$ cat src/rtl/fetch_pc_sequencer_if.sv
// ---------------------------------------------------------------------------
// fetch_pc_sequencer_if
// Instruction-memory bus between the fetch PC sequencer and the imem.
// At most one request is in flight, and each accepted request gets exactly
// one response beat.
//
// Signals
//   imem_req_valid  sequencer -> imem  fetch request
//   imem_req_ready  imem -> sequencer  memory accepts the request
//   imem_req_addr   sequencer -> imem  8-byte-aligned beat address
//   imem_rsp_valid  imem -> sequencer  response beat valid
//   imem_rsp_data   imem -> sequencer  [31:0] word at addr, [63:32] word at addr+4
//
// Modports
//   master  the fetch sequencer side
//   slave   the instruction-memory side
// ---------------------------------------------------------------------------
interface fetch_pc_sequencer_if;
    logic        imem_req_valid;
    logic        imem_req_ready;
    logic [31:0] imem_req_addr;
    logic        imem_rsp_valid;
    logic [63:0] imem_rsp_data;

    modport master (
        output imem_req_valid,
        output imem_req_addr,
        input  imem_req_ready,
        input  imem_rsp_valid,
        input  imem_rsp_data
    );

    modport slave (
        input  imem_req_valid,
        input  imem_req_addr,
        output imem_req_ready,
        output imem_rsp_valid,
        output imem_rsp_data
    );
endinterface

$ cat src/rtl/fetch_pc_sequencer.sv
// ---------------------------------------------------------------------------
// fetch_pc_sequencer
// Owns the fetch PC of the dual-issue front end. It picks the next PC from a
// trap, a slot-0 or slot-1 redirect, or a sequential advance. It also runs the
// imem handshake with at most one request in flight, and holds the fetched
// instruction pair for the IF/ID register while StallF is asserted.
//
// Parameters
//   RESET_PC        fetch PC loaded on reset
//   FETCH_B         bytes per imem beat (two 32-bit instructions)
//
// Ports
//   CLK             clock, rising edge
//   reset           asynchronous, active-low reset
//   StallF          hold the fetch output; no new request issued
//   trap_valid      trap/exception redirect, target trap_vec
//   redir0_valid    redirect from the older slot 0, target redir0_pc
//   redir1_valid    redirect from the younger slot 1, target redir1_pc
//   imem            instruction-memory bus (master side)
//   fetch_valid     output registers hold a bundle
//   fetch_pc        PC of fetch_inst0
//   fetch_inst0     first instruction
//   fetch_inst1     second instruction, meaningful only when fetch_v1=1
//   fetch_v1        inst1 valid (the bundle started on an 8-byte boundary)
//   fetch_misalign  pc[1:0]!=0; fetching halts until a redirect
// ---------------------------------------------------------------------------
module fetch_pc_sequencer #(
    parameter logic [31:0] RESET_PC = 32'h8000_0000,
    parameter int          FETCH_B  = 8
) (
    input  logic                        CLK,
    input  logic                        reset,
    input  logic                        StallF,
    input  logic                        trap_valid,
    input  logic [31:0]                 trap_vec,
    input  logic                        redir0_valid,
    input  logic [31:0]                 redir0_pc,
    input  logic                        redir1_valid,
    input  logic [31:0]                 redir1_pc,
    fetch_pc_sequencer_if.master        imem,
    output logic                        fetch_valid,
    output logic [31:0]                 fetch_pc,
    output logic [31:0]                 fetch_inst0,
    output logic [31:0]                 fetch_inst1,
    output logic                        fetch_v1,
    output logic                        fetch_misalign
);

    localparam logic [31:0] STEP_PAIR   = 32'(FETCH_B);
    localparam logic [31:0] STEP_SINGLE = 32'(FETCH_B / 2);

    typedef enum logic [1:0] {
        IDLE,
        REQ,
        WAIT,
        DROP
    } state_t;

    state_t      state;
    state_t      state_next;
    logic [31:0] pc;
    logic        req_valid;
    logic        req_fire;
    logic        redir_any;
    logic [31:0] redir_target;
    logic        in_flight;

    // Redirect arbitration. The trap wins over slot 0, and slot 0 (older)
    // wins over slot 1. A losing redirect in the same cycle is ignored.
    always_comb begin
        redir_any    = trap_valid || redir0_valid || redir1_valid;
        redir_target = redir1_pc;
        if (trap_valid) begin
            redir_target = trap_vec;
        end else if (redir0_valid) begin
            redir_target = redir0_pc;
        end
    end

    assign req_fire = req_valid && imem.imem_req_ready;

    // A response is still owed to us if we are waiting for one that has not
    // arrived this cycle, or if a request is being accepted right now.
    // A response that arrives in the same cycle as a redirect is already
    // consumed (and discarded), so it does not count as outstanding.
    // Counting it would park the FSM in DROP waiting for a beat that never
    // comes.
    assign in_flight = ((state == WAIT || state == DROP) && !imem.imem_rsp_valid)
                       || req_fire;

    // State register
    always_ff @(posedge CLK or negedge reset) begin
        if (!reset) begin
            state <= IDLE;
        end else begin
            state <= state_next;
        end
    end

    // Next-state logic. A redirect overrides the normal sequence. If a
    // response is still owed, the FSM goes through DROP so that the stale
    // beat is swallowed.
    always_comb begin
        state_next = state;
        case (state)
            IDLE: state_next = REQ;
            REQ:  if (req_fire) state_next = WAIT;
            WAIT: if (imem.imem_rsp_valid) state_next = REQ;
            DROP: if (imem.imem_rsp_valid) state_next = REQ;
            default: state_next = IDLE;
        endcase
        if (redir_any) begin
            state_next = in_flight ? DROP : REQ;
        end
    end

    // Output logic. A request is only raised when the output slot is free,
    // or will be freed this cycle because the consumer is not stalled.
    // No request is raised from a misaligned PC.
    always_comb begin
        req_valid = 1'b0;
        if (state == REQ && !fetch_misalign && (!fetch_valid || !StallF)) begin
            req_valid = 1'b1;
        end
    end

    assign imem.imem_req_valid = req_valid;
    assign imem.imem_req_addr  = {pc[31:3], 3'b000};

    // PC and fetch output registers. A redirect takes priority over a
    // response. A response only loads while in WAIT; responses seen in DROP,
    // IDLE or REQ are stale and ignored. When pc[2] is set, only the upper
    // word of the beat belongs to this bundle.
    always_ff @(posedge CLK or negedge reset) begin
        if (!reset) begin
            pc             <= RESET_PC;
            fetch_valid    <= 1'b0;
            fetch_pc       <= RESET_PC;
            fetch_inst0    <= '0;
            fetch_inst1    <= '0;
            fetch_v1       <= 1'b0;
            fetch_misalign <= 1'b0;
        end else begin
            if (redir_any) begin
                pc             <= redir_target;
                fetch_valid    <= 1'b0;
                fetch_misalign <= (redir_target[1:0] != 2'b00);
            end else if (state == WAIT && imem.imem_rsp_valid) begin
                fetch_valid <= 1'b1;
                fetch_pc    <= pc;
                if (!pc[2]) begin
                    fetch_inst0 <= imem.imem_rsp_data[31:0];
                    fetch_inst1 <= imem.imem_rsp_data[63:32];
                    fetch_v1    <= 1'b1;
                    pc          <= pc + STEP_PAIR;
                end else begin
                    fetch_inst0 <= imem.imem_rsp_data[63:32];
                    fetch_inst1 <= '0;
                    fetch_v1    <= 1'b0;
                    pc          <= pc + STEP_SINGLE;
                end
            end else if (!StallF) begin
                fetch_valid <= 1'b0;
            end
        end
    end

endmodule

$ cat src/flat_wrapper.sv
// flat-port wrapper written by rule: the top's interface ports become plain ports
module fetch_pc_sequencer_flat 
#(
    parameter logic [31:0] RESET_PC = 32'h8000_0000,
    parameter int          FETCH_B  = 8
)
  (CLK, reset, StallF, trap_valid, trap_vec, redir0_valid, redir0_pc, redir1_valid, redir1_pc, fetch_valid, fetch_pc, fetch_inst0, fetch_inst1, fetch_v1, fetch_misalign, imem_imem_req_valid, imem_imem_req_addr, imem_imem_req_ready, imem_imem_rsp_valid, imem_imem_rsp_data);
  fetch_pc_sequencer_if imem_i ();
  input  logic CLK;
  input  logic reset;
  input  logic StallF;
  input  logic trap_valid;
  input  logic [31:0] trap_vec;
  input  logic redir0_valid;
  input  logic [31:0] redir0_pc;
  input  logic redir1_valid;
  input  logic [31:0] redir1_pc;
  output logic fetch_valid;
  output logic [31:0] fetch_pc;
  output logic [31:0] fetch_inst0;
  output logic [31:0] fetch_inst1;
  output logic fetch_v1;
  output logic fetch_misalign;
  output wire logic [$bits(imem_i.imem_req_valid)-1:0] imem_imem_req_valid;
  output wire logic [$bits(imem_i.imem_req_addr)-1:0] imem_imem_req_addr;
  input wire logic [$bits(imem_i.imem_req_ready)-1:0] imem_imem_req_ready;
  input wire logic [$bits(imem_i.imem_rsp_valid)-1:0] imem_imem_rsp_valid;
  input wire logic [$bits(imem_i.imem_rsp_data)-1:0] imem_imem_rsp_data;
  assign imem_imem_req_valid = imem_i.imem_req_valid;
  assign imem_imem_req_addr = imem_i.imem_req_addr;
  assign imem_i.imem_req_ready = imem_imem_req_ready;
  assign imem_i.imem_rsp_valid = imem_imem_rsp_valid;
  assign imem_i.imem_rsp_data = imem_imem_rsp_data;
  fetch_pc_sequencer #(.RESET_PC(RESET_PC), .FETCH_B(FETCH_B)) u_core (.CLK(CLK), .reset(reset), .StallF(StallF), .trap_valid(trap_valid), .trap_vec(trap_vec), .redir0_valid(redir0_valid), .redir0_pc(redir0_pc), .redir1_valid(redir1_valid), .redir1_pc(redir1_pc), .imem(imem_i), .fetch_valid(fetch_valid), .fetch_pc(fetch_pc), .fetch_inst0(fetch_inst0), .fetch_inst1(fetch_inst1), .fetch_v1(fetch_v1), .fetch_misalign(fetch_misalign));
endmodule
$ cat config.mk
export PLATFORM = sky130hd
export DESIGN_NAME = fetch_pc_sequencer_flat
export DESIGN_NICKNAME = d
export VERILOG_FILES = /design/src/rtl/fetch_pc_sequencer_if.sv /design/src/rtl/fetch_pc_sequencer.sv /design/src/flat_wrapper.sv
export SDC_FILE = /design/constraint.sdc
export NUM_CORES = 1
export LEC_CHECK = 0
export ABC_CLOCK_PERIOD_IN_PS = 4400
export BUFFER_PORTS_ARGS = -buffer_cell sky130_fd_sc_hd__buf_2
export CAP_MARGIN = 40
export CORE_MARGIN = 2
export CORE_UTILIZATION = 50
export DETAILED_ROUTE_END_ITERATION = 6
export PLACE_DENSITY_LB_ADDON = 0.12
export SLEW_MARGIN = 15
export SYNTH_ARGS = -nofsm -noshare
export SYNTH_HDL_FRONTEND = slang
export SYNTH_SLANG_ARGS = --single-unit
$ cat constraint.sdc
create_clock -name CLK -period 4.4 [get_ports CLK]
set_input_delay 0.88 -clock CLK [delete_from_list [all_inputs] [get_ports CLK]]
set_output_delay 0.88 -clock CLK [all_outputs]
set_load 0.02 [all_outputs]
==> impl_metrics.json, run 1 <==
{
  "worstSkewPairLatency_ns": 0.41,
  "vias": 6105,
  "grt.total_usage_pct": 25.3,
  "r2r-end": "u_core.fetch_pc[18]$_DFFE_PN0P_",
  "finalWeightedCongestion": 0.806,
  "p_seq_share_pct": 41.2,
  "numCtsBuffers": 17,
  "max-slew-margin-rel_pct": 48.5,
  "min_path_type": "input port to async pin",
  "r2r_start": "u_core.state[0]$_DFFE_PN0P_",
  "coreArea_sq_mm": 0.0138,
  "finalMaxSlewViolations": 0,
  "regArea_sq_mm": 0.00333,
  "synth_area_sq_mm": 0.00699,
  "final_area_sq_mm": 0.00897,
  "fin_crit_sh_pct": 58.8,
  "synth_ff_type": "dfrtp_1",
  "fill_cells": 1209,
  "cts.sinks": 133,
  "area_delta_synth_final_pct": 28.5,
  "synth.most_common_cell": "dfrtp_1",
  "multi_input_area_sq_mm": 0.00318,
  "whs_ns": 0.469,
  "cts_root_buffer": "clkbuf_16",
  "synth_seq_area_share_pct": 47.7,
  "fin_crit_ns": 2.59,
  "path_class": "input port to register",
  "ir_drop_mv": 0.228,
  "endpoint_kind": "register",
  "cts_tree": "done",
  "reg2reg_depth": 4,
  "ys_ff_latch": 133,
  "postSynthAreaPerCell_sq_um": 9.64,
  "ys_warn_count": 0,
  "die-area_sq_mm": 0.0149,
  "worstMarginPinSlew_ns": 0.773,
  "synth.area.top_cells": "dfrtp_1, nand2_1, mux2i_1, o21ai_0, mux2_2",
  "finalClockSkew_ns": 0.00960,
  "start_util_pct": 50.7,
  "maxCapViolCount": 0,
  "fmax_mhz": 387,
  "pin_count": 300,
  "htree_levels": 4,
  "cts_resized": 0,
  "reg2reg_setup_slack_ns": 2.03,
  "yosysTopAreaCell": "dfrtp_1",
  "hpwl_um": 14100,
  "clockBufferDepth": 2,
  "crit_path_max_fanout": 45,
  "cts.clk_slew.worst_paths_ns": 0.06,
  "final_cells": 1163,
  "startpoint_type": "input port",
  "tns_ns": 0,
  "ctsHoldBuffers": 0,
  "ant_nets": 0,
  "drt-total-wl_um": 19200,
  "synthCells": 725,
  "synth_top_cell_area_share_pct": 46.9,
  "globalRouteOverflowTotal": 0,
  "drtIter0Drc": 361,
  "p_clk_share_pct": 45.3,
  "hold_viol": 0,
  "internal_power_mw": 2.45,
  "p_leak_nw": 4.74,
  "antenna_found_initial": 0,
  "finalSetupViolCount": 0,
  "post_cts_buffers": 0,
  "powerDensity_mw_per_mm2": 367,
  "ys_types": 62,
  "synth-edff-count": 0,
  "outcome": "complete, no violations",
  "die_w_um": 122,
  "p_comb_share_pct": 13.5,
  "synth-async-reset-ratio_pct": 100,
  "crit_required_ns": 4.69,
  "p_switching_uw": 837,
  "viasPerCell": 5.25,
  "drc": 0,
  "grt_pass1_wl_um": 29200,
  "worstPathArrival_ns": 2.88,
  "wl_per_cell_um": 16.5,
  "drt_pass1_iterations": 4,
  "grt_setup_unrepaired": "no",
  "grt_pass1_vias": 5658,
  "final_layout_size_suffix_gt1_share_pct": 38.7,
  "portBuffers": 296,
  "num_rows": 43,
  "swShare_pct": 25.4,
  "post_dp_cell_area_sq_mm": 0.00835,
  "dp.cells": 1131,
  "fin_nets": 1139,
  "grt_max_degree": 72,
  "chipHeight_um": 122,
  "yosys-top-cells-count": "dfrtp_1, nand2_1, o21ai_0",
  "fin_util_pct": 65.2
}
power groups by stage:
stage / combinational (mW) / clock [mW] / sequential [mW]
after floorplan: 0.287 / 0 / 1.36
after global placement: 0.443 / 0 / 1.37
after detailed placement: 0.445 / 0 / 1.38
after CTS: 0.449 / 1.51 / 1.35
after global routing: 0.489 / 1.57 / 1.36
final: 0.445 / 1.49 / 1.35
routing by layer:
| metal | part of all wire, % | routed length (um) | up-vias | GRT usage, % |
|---|---|---|---|---|
| li1 | - | - | 2997 | - |
| met1 | 42 | 8050 | 2880 | 32.4 |
| met2 | 50 | 9620 | 214 | 43.0 |
| met3 | 7.0 | 1340 | 14 | 5.95 |
| met4 | 0.80 | 154 | 0 | 6.68 |
| met5 | 0 | 0 | - | 0 |
stage by stage:
stage | worst slack, ns | power (mW)
after CTS | 1.83 | 3.32
after global placement | 1.46 | 1.82
after global routing | 1.72 | 3.42
after floorplan | 2.18 | 1.65
final | 1.81 | 3.29
after detailed placement | 1.42 | 1.82
final cells by class:
class / instances / share of cell area [%]
clock inverters: 9 / 1.67
diodes: 1 / 0.0279
flip-flops and latches: 133 / 37.1
repair buffers: 305 / 17.5
clock buffers: 22 / 5.28
multi-input cells: 501 / 35.4
inverters: 12 / 0.502
well taps: 180 / 2.51
state kept, by name (all words and copies together) (netlist names):
register,cells
u_core.fetch_inst1,32
u_core.fetch_misalign,1
u_core.fetch_v1,1
u_core.state,2
u_core.fetch_pc,32
u_core.fetch_valid,1
u_core.pc,32
u_core.fetch_inst0,32
worst max path at each step:
stage | start | end | slack (ns) | depth (start not counted)
5_1_grt | redir0_valid | u_core.pc[29]$_DFFE_PN0P_ | 1.72 | 6
6_report | redir0_valid | u_core.pc[29]$_DFFE_PN0P_ | 1.81 | 6
2_1_floorplan | redir0_valid | u_core.fetch_pc[18]$_DFFE_PN0P_ | 2.18 | 6
3_3_place_gp | redir0_valid | u_core.pc[29]$_DFFE_PN0P_ | 1.46 | 6
3_5_place_dp | redir0_valid | u_core.pc[29]$_DFFE_PN0P_ | 1.42 | 6
4_1_cts | redir0_valid | u_core.pc[29]$_DFFE_PN0P_ | 1.83 | 6
cell usage in the layout, fill, tap and decap left out, drive strengths merged, types with 8 or more instances in the layout:
| master | count |
|---|---|
| a21oi | 45 |
| a221oi | 10 |
| and3 | 8 |
| buf | 305 |
| clkbuf | 22 |
| dfrtp | 131 |
| inv | 12 |
| mux2 | 31 |
| mux2i | 38 |
| nand2 | 102 |
| nand2b | 32 |
| nand3 | 14 |
| nand3b | 8 |
| nand4 | 9 |
| nor2 | 39 |
| o21ai | 78 |
| xor2 | 11 |
worst max-delay path, stage by stage:
cell and delay (ns):
buf_2 0.25, buf_4 0.45, or3_1 0.65, nor2_2 0.20, a21o_1 0.20, a22o_1 0.23
cell families after synthesis:
| kind of cell | Yosys count | share of synthesized area [%] |
|---|---|---|
| simple gates | 238 | 17.7 |
| compound gates | 175 | 14.9 |
| flops | 133 | 47.7 |
| buf+inv | 93 | 7.13 |
| mux | 69 | 10.4 |
| xor+xnor | 15 | 1.88 |
| fa+ha+maj | 1 | 0.179 |
| other cells | 1 | 0.0537 |
Power figures use the tool's default switching activity.
==> inputs of run 2 (changes only) <==
--- a/config.mk
+++ b/config.mk
@@ -5,11 +5,11 @@
 export SDC_FILE = /design/constraint.sdc
 export NUM_CORES = 1
 export LEC_CHECK = 0
-export ABC_CLOCK_PERIOD_IN_PS = 4400
+export ABC_CLOCK_PERIOD_IN_PS = 2500
 export BUFFER_PORTS_ARGS = -buffer_cell sky130_fd_sc_hd__buf_2
 export CAP_MARGIN = 40
 export CORE_MARGIN = 2
-export CORE_UTILIZATION = 50
+export CORE_UTILIZATION = 48
 export DETAILED_ROUTE_END_ITERATION = 6
 export PLACE_DENSITY_LB_ADDON = 0.12
 export SLEW_MARGIN = 15
==> constraint.sdc (replaced) <==
create_clock -name CLK -period 2.5 [get_ports CLK]
set_input_delay 0.5 -clock CLK [delete_from_list [all_inputs] [get_ports CLK]]
set_output_delay 0.5 -clock CLK [all_outputs]
set_load 0.02 [all_outputs]
==> impl_metrics.json, run 2 (synthesized netlist as in run 1, its figures left out) <==
{
  "outcome": "complete, but fails checks",
  "violations": "negative hold slack",
  "hold_viol": 2,
  "finalPower_mw": 5.64,
  "fin_util_pct": 63.2,
  "ir_drop_mv": 0.443,
  "die_w_um": 125,
  "htree_levels": 4,
  "cp.depth": 6,
  "pin_count": 300,
  "portBuffers": 296,
  "final_cell_mix": "buf_2, dfrtp_1, nand2_1, o21ai_0, a21oi_1",
  "crit_start": "u_core.pc[4]$_DFFE_PN0P_",
  "final_area_sq_mm": 0.00908,
  "post_dp_cell_area_sq_mm": 0.00849,
  "post_cts_buffers": 0,
  "endpoint_kind": "register",
  "die-area_sq_mm": 0.0155,
  "ant_nets": 0,
  "grt-busiest-layer": "met2",
  "crit_path_max_fanout": 7,
  "min_path_type": "input port to async pin",
  "coreArea_sq_mm": 0.0144,
  "crit_required_ns": 2.77,
  "drc": 0,
  "antenna_cells": 0,
  "hpwl_um": 14900,
  "drtIter0Drc": 345,
  "grt_max_degree": 50,
  "fmax_mhz": 486,
  "grt.total_usage_pct": 25.5,
  "use_met3_pct": 6.36,
  "finalMaxSlewViolations": 0,
  "critPathSlowestCell": "dfrtp_1",
  "reg2reg_setup_slack_ns": 0.44,
  "critPathMaxStageDelay_ns": 0.45,
  "path_delay_family": "simple AND/OR/NAND/NOR gates",
  "clockBufferDepth": 2,
  "worstPathArrival_ns": 2.33,
  "path_class": "register to register",
  "p_leak_nw": 4.80,
  "numCtsBuffers": 17,
  "worst_slack_ns": 0.442,
  "cts.sinks": 133,
  "fin_crit_ns": 2.06,
  "finalWeightedCongestion": 0.845,
  "use_met2_pct": 41.8,
  "area_delta_synth_final_pct": 30.0,
  "final_cells": 1179,
  "reg2reg_depth": 6,
  "vias": 6178,
  "finalClockSkew_ns": 0.0100,
  "cts_resized": 0,
  "cts_root_buffer": "clkbuf_16",
  "crit_top_cell": "nand3_1",
  "tns_ns": 0,
  "viasPerCell": 5.24,
  "startpoint_type": "register",
  "drt_pass1_iterations": 4,
  "worstMarginPinSlew_ns": 0.583,
  "r2r_start": "u_core.pc[4]$_DFFE_PN0P_",
  "ctsHoldBuffers": 0,
  "max-slew-margin-rel_pct": 61.1,
  "grt_setup_unrepaired": "no",
  "chipHeight_um": 125,
  "finalSetupViolCount": 0,
  "crit_chain": "ha_1 > nand3_1 > nor4_4 > nand3_1 > xor2_1 > o221ai_1",
  "final_layout_size_suffix_gt1_share_pct": 39.6,
  "globalRouteOverflowTotal": 0,
  "powerDensity_mw_per_mm2": 621,
  "met1_usage_pct": 32.7,
  "layout_commonest_cell": "buf_2",
  "cts_tree": "done",
  "r2r-end": "u_core.pc[23]$_DFFE_PN0P_",
  "cts.clk_slew.worst_paths_ns": 0.06,
  "worstSkewPairLatency_ns": 0.42,
  "grt_pass1_vias": 6108,
  "antenna_found_initial": 0,
  "start_util_pct": 48.6,
  "grt_pass1_wl_um": 31600,
  "crit_buf_inv": 0,
  "wl_per_cell_um": 16.7,
  "fin_nets": 1151,
  "place_worst_setup_slack_ns": 0.482,
  "num_rows": 44,
  "whs_ns": -0.00320,
  "drt-total-wl_um": 19700,
  "dp.cells": 1147,
  "maxCapViolCount": 0,
  "endpoint": "u_core.pc[23]$_DFFE_PN0P_",
  "fin_crit_sh_pct": 82.3
}
run 2: cell count changes in the layout (fill, tap and decap cells not counted):
cell	change
buf_12	+4
buf_4	+8
bufinv_16	-2
clkbuf_1	-1
clkbuf_8	-1
clkinv_2	+1
clkinv_4	+4
diode_2	-1
run 2: worst reg2reg max path, cell delays in order (launching register included):
cell and delay, ns:
dfrtp_1 0.45, ha_1 0.29, nand3_1 0.25, nor4_4 0.41, nand3_1 0.16, xor2_1 0.21
o221ai_1 0.15
run 2: final cells by class:
type                            count  area, sq um
Timing Repair Buffer              317         1710
Clock inverter                     12          130
Sequential cell                   133         3330
Multi-Input combinational cell    501         3180
Fill cell                        1261         5290
Clock buffer                       20          457
Inverter                           12         45.0
Tap cell                          184          230
run 2: routing by layer:
metal / part of all wire (%) / wire length (um)
met1: 42 / 8280
met2: 48 / 9390
met3: 7.9 / 1560
met4: 2.4 / 469
met5: 0 / 0
run 2: how the worst min path moves through the flow:
stage,from,endpoint,depth (start not counted)
finish,reset,u_core.fetch_inst0[13]$_DFFE_PN0P_,1
global route,reset,u_core.fetch_inst0[13]$_DFFE_PN0P_,1
CTS,reset,u_core.fetch_inst0[13]$_DFFE_PN0P_,1
detailed placement,reset,u_core.fetch_inst0[16]$_DFFE_PN0P_,1
global placement,reset,u_core.fetch_inst0[14]$_DFFE_PN0P_,1
floorplan,reset,u_core.fetch_inst0[0]$_DFFE_PN0P_,0
run 2: power breakdown:
group          switching (mW)  internal [mW]  leakage (nW)  total, mW
sequential              0.140           2.24          1.77       2.38
combinational           0.456          0.350          2.74      0.806
clock                   0.933           1.52         0.286       2.45
==> inputs of run 3 (changes only) <==
--- a/config.mk
+++ b/config.mk
@@ -5,7 +5,7 @@
 export SDC_FILE = /design/constraint.sdc
 export NUM_CORES = 1
 export LEC_CHECK = 0
-export ABC_CLOCK_PERIOD_IN_PS = 2500
+export ABC_CLOCK_PERIOD_IN_PS = 2000
 export BUFFER_PORTS_ARGS = -buffer_cell sky130_fd_sc_hd__buf_2
 export CAP_MARGIN = 40
 export CORE_MARGIN = 2
==> constraint.sdc (replaced) <==
create_clock -name CLK -period 2 [get_ports CLK]
set_input_delay 0.4 -clock CLK [delete_from_list [all_inputs] [get_ports CLK]]
set_output_delay 0.4 -clock CLK [all_outputs]
set_load 0.02 [all_outputs]
==> impl_metrics.json, run 3 (synthesized netlist as in run 1, its figures left out) <==
{
  "outcome": "complete, no violations",
  "area_delta_synth_final_pct": 33.3,
  "p_comb_share_pct": 15.5,
  "final_cell_mix": "buf_2, dfrtp_1, nand2_1, o21ai_0, a21oi_1",
  "p_switching_mw": 1.88,
  "regArea_sq_mm": 0.00333,
  "clockBufferDepth": 2,
  "path_class": "register to register",
  "fill_cells": 1231,
  "internal_power_mw": 5.38,
  "place_worst_setup_slack_ns": 0.0924,
  "grt_pass1_vias": 6087,
  "path_delay_family": "simple AND/OR/NAND/NOR gates",
  "reg2reg_setup_slack_ns": 0.14,
  "worstMarginPinSlew_ns": 0.486,
  "cts.sinks": 133,
  "startpoint_type": "register",
  "crit_path_max_fanout": 7,
  "p_seq_share_pct": 40.4,
  "wl_per_cell_um": 16.3,
  "pin_count": 300,
  "powerDensity_mw_per_mm2": 779,
  "tns_ns": 0,
  "crit_buf_inv": 0,
  "p_clk_share_pct": 44.1,
  "drtIter0Drc": 339,
  "swShare_pct": 25.9,
  "finalWeightedCongestion": 0.869,
  "worstSkewPairLatency_ns": 0.42,
  "critPathSlowestCell": "nor4_4",
  "drt_pass1_iterations": 4,
  "globalRouteOverflowTotal": 0,
  "worstPathArrival_ns": 2.15,
  "max-slew-margin-rel_pct": 67.3,
  "crit_required_ns": 2.29,
  "crit_chain": "nand3b_1 > nor4_4 > and4_1 > xnor2_1 > a21oi_1",
  "fin_crit_sh_pct": 92.9,
  "final_layout_size_suffix_gt1_share_pct": 40.6,
  "start_util_pct": 48.6,
  "cts_tree": "done",
  "p_leak_nw": 4.92,
  "ir_drop_mv": 0.554,
  "min_path_type": "input port to register",
  "layout_commonest_cell": "buf_2",
  "hold_viol": 0,
  "grt.total_usage_pct": 25.6,
  "coreArea_sq_mm": 0.0144,
  "chipHeight_um": 125,
  "die-area_sq_mm": 0.0155,
  "finalPower_mw": 7.26,
  "drc": 0,
  "worst_slack_ns": 0.142,
  "viasPerCell": 5.23,
  "cts.clk_slew.worst_paths_ns": 0.06,
  "finalSetupViolCount": 0,
  "finalMaxSlewViolations": 0,
  "fmax_mhz": 538,
  "num_rows": 44,
  "fin_nets": 1172,
  "hpwl_um": 14900,
  "critPathMaxStageDelay_ns": 0.48,
  "die_w_um": 125,
  "cts_root_buffer": "clkbuf_16",
  "grt_pass1_wl_um": 31800,
  "fin_crit_ns": 1.86,
  "vias": 6272,
  "numCtsBuffers": 17,
  "endpoint_kind": "register",
  "antenna_cells": 0,
  "grt_setup_unrepaired": "no",
  "drt-total-wl_um": 19600,
  "portBuffers": 296,
  "maxCapViolCount": 0,
  "ant_nets": 0,
  "htree_levels": 4,
  "multi_input_area_sq_mm": 0.00318,
  "antenna_found_initial": 0,
  "grt_max_degree": 54,
  "finalClockSkew_ns": 0.00710
}
-- run 3: cell types whose count changed in the layout (fill, tap and decap cells not counted), sizes merged --
cell / delta
clkbuf: +3
buf: +20
clkinvlp: +1
clkinv: -6
bufinv: +1
dlygate4sd3: +1
-- run 3: final cells by class --
class	count	area share, %
timing repair buffer	338	20.6
inverter	12	0.484
multi-input combinational	501	34.1
tap	184	2.47
sequential	133	35.8
clock inverter	8	1.32
clock buffer	23	5.24
-- run 3: stage by stage --
step                      util (%)  cells  area (sq um)  hold WS [ns]
after floorplan                  -    727          6990         0.104
after global placement        60.4   1166          8690         0.340
after detailed placement      60.4   1166          8690         0.336
after CTS                     64.8   1198          9310         0.178
after global routing          64.8   1199          9310         0.200
final                         64.8   1199          9310         0.191
-- run 3: what timing repair did --
| item | CTS | global route |
|---|---|---|
| hold endpoints to repair | 37 | 0 |
| setup endpoints to repair | 0 | 2 |
| buffers inserted | 0 | 1 |
| resized for setup | 0 | 0 |
| hold buffers | 1 | 0 |
-- run 3: metal layers --
| layer | vias up | GRT usage [%] | part of all wire, % |
|---|---|---|---|
| met5 | - | 0 | 0 |
| met4 | 0 | 8.13 | 1.9 |
| met3 | 30 | 6.57 | 7.2 |
| met2 | 255 | 41.9 | 48 |
| met1 | 2925 | 33.6 | 43 |
| li1 | 3062 | - | - |
-- run 3: path summary, 6_finish.rpt --
check,startpoint,to,cells past startpoint
max in group asynchronous,reset,u_core.fetch_inst0[23]$_DFFE_PN0P_,3
worst min register to register,u_core.fetch_inst1[4]$_DFFE_PN0P_,u_core.fetch_inst1[4]$_DFFE_PN0P_,2
worst max register to register,u_core.state[0]$_DFFE_PN0P_,u_core.pc[28]$_DFFE_PN0P_,5
worst max-delay path,u_core.state[0]$_DFFE_PN0P_,u_core.pc[28]$_DFFE_PN0P_,5
worst min-delay path,trap_vec[27],u_core.pc[27]$_DFFE_PN0P_,3
min in group asynchronous,reset,u_core.fetch_inst1[16]$_DFFE_PN0P_,2
-- run 3: power by group through the flow --
stage,sequential (mW),clock [mW],combinational [mW]
after detailed placement,2.98,0,1.13
after global placement,2.97,0,1.12
after CTS,2.93,3.25,1.14
after global routing,2.95,3.37,1.23
final,2.93,3.20,1.12
after floorplan,3.00,0,0.631
-- run 3: worst reg2reg max path, cell delays in order (launching register included) --
cell and delay [ns]:
dfrtp_1 0.39, nand3b_1 0.40, nor4_4 0.48, and4_1 0.25
xnor2_1 0.12, a21oi_1 0.08
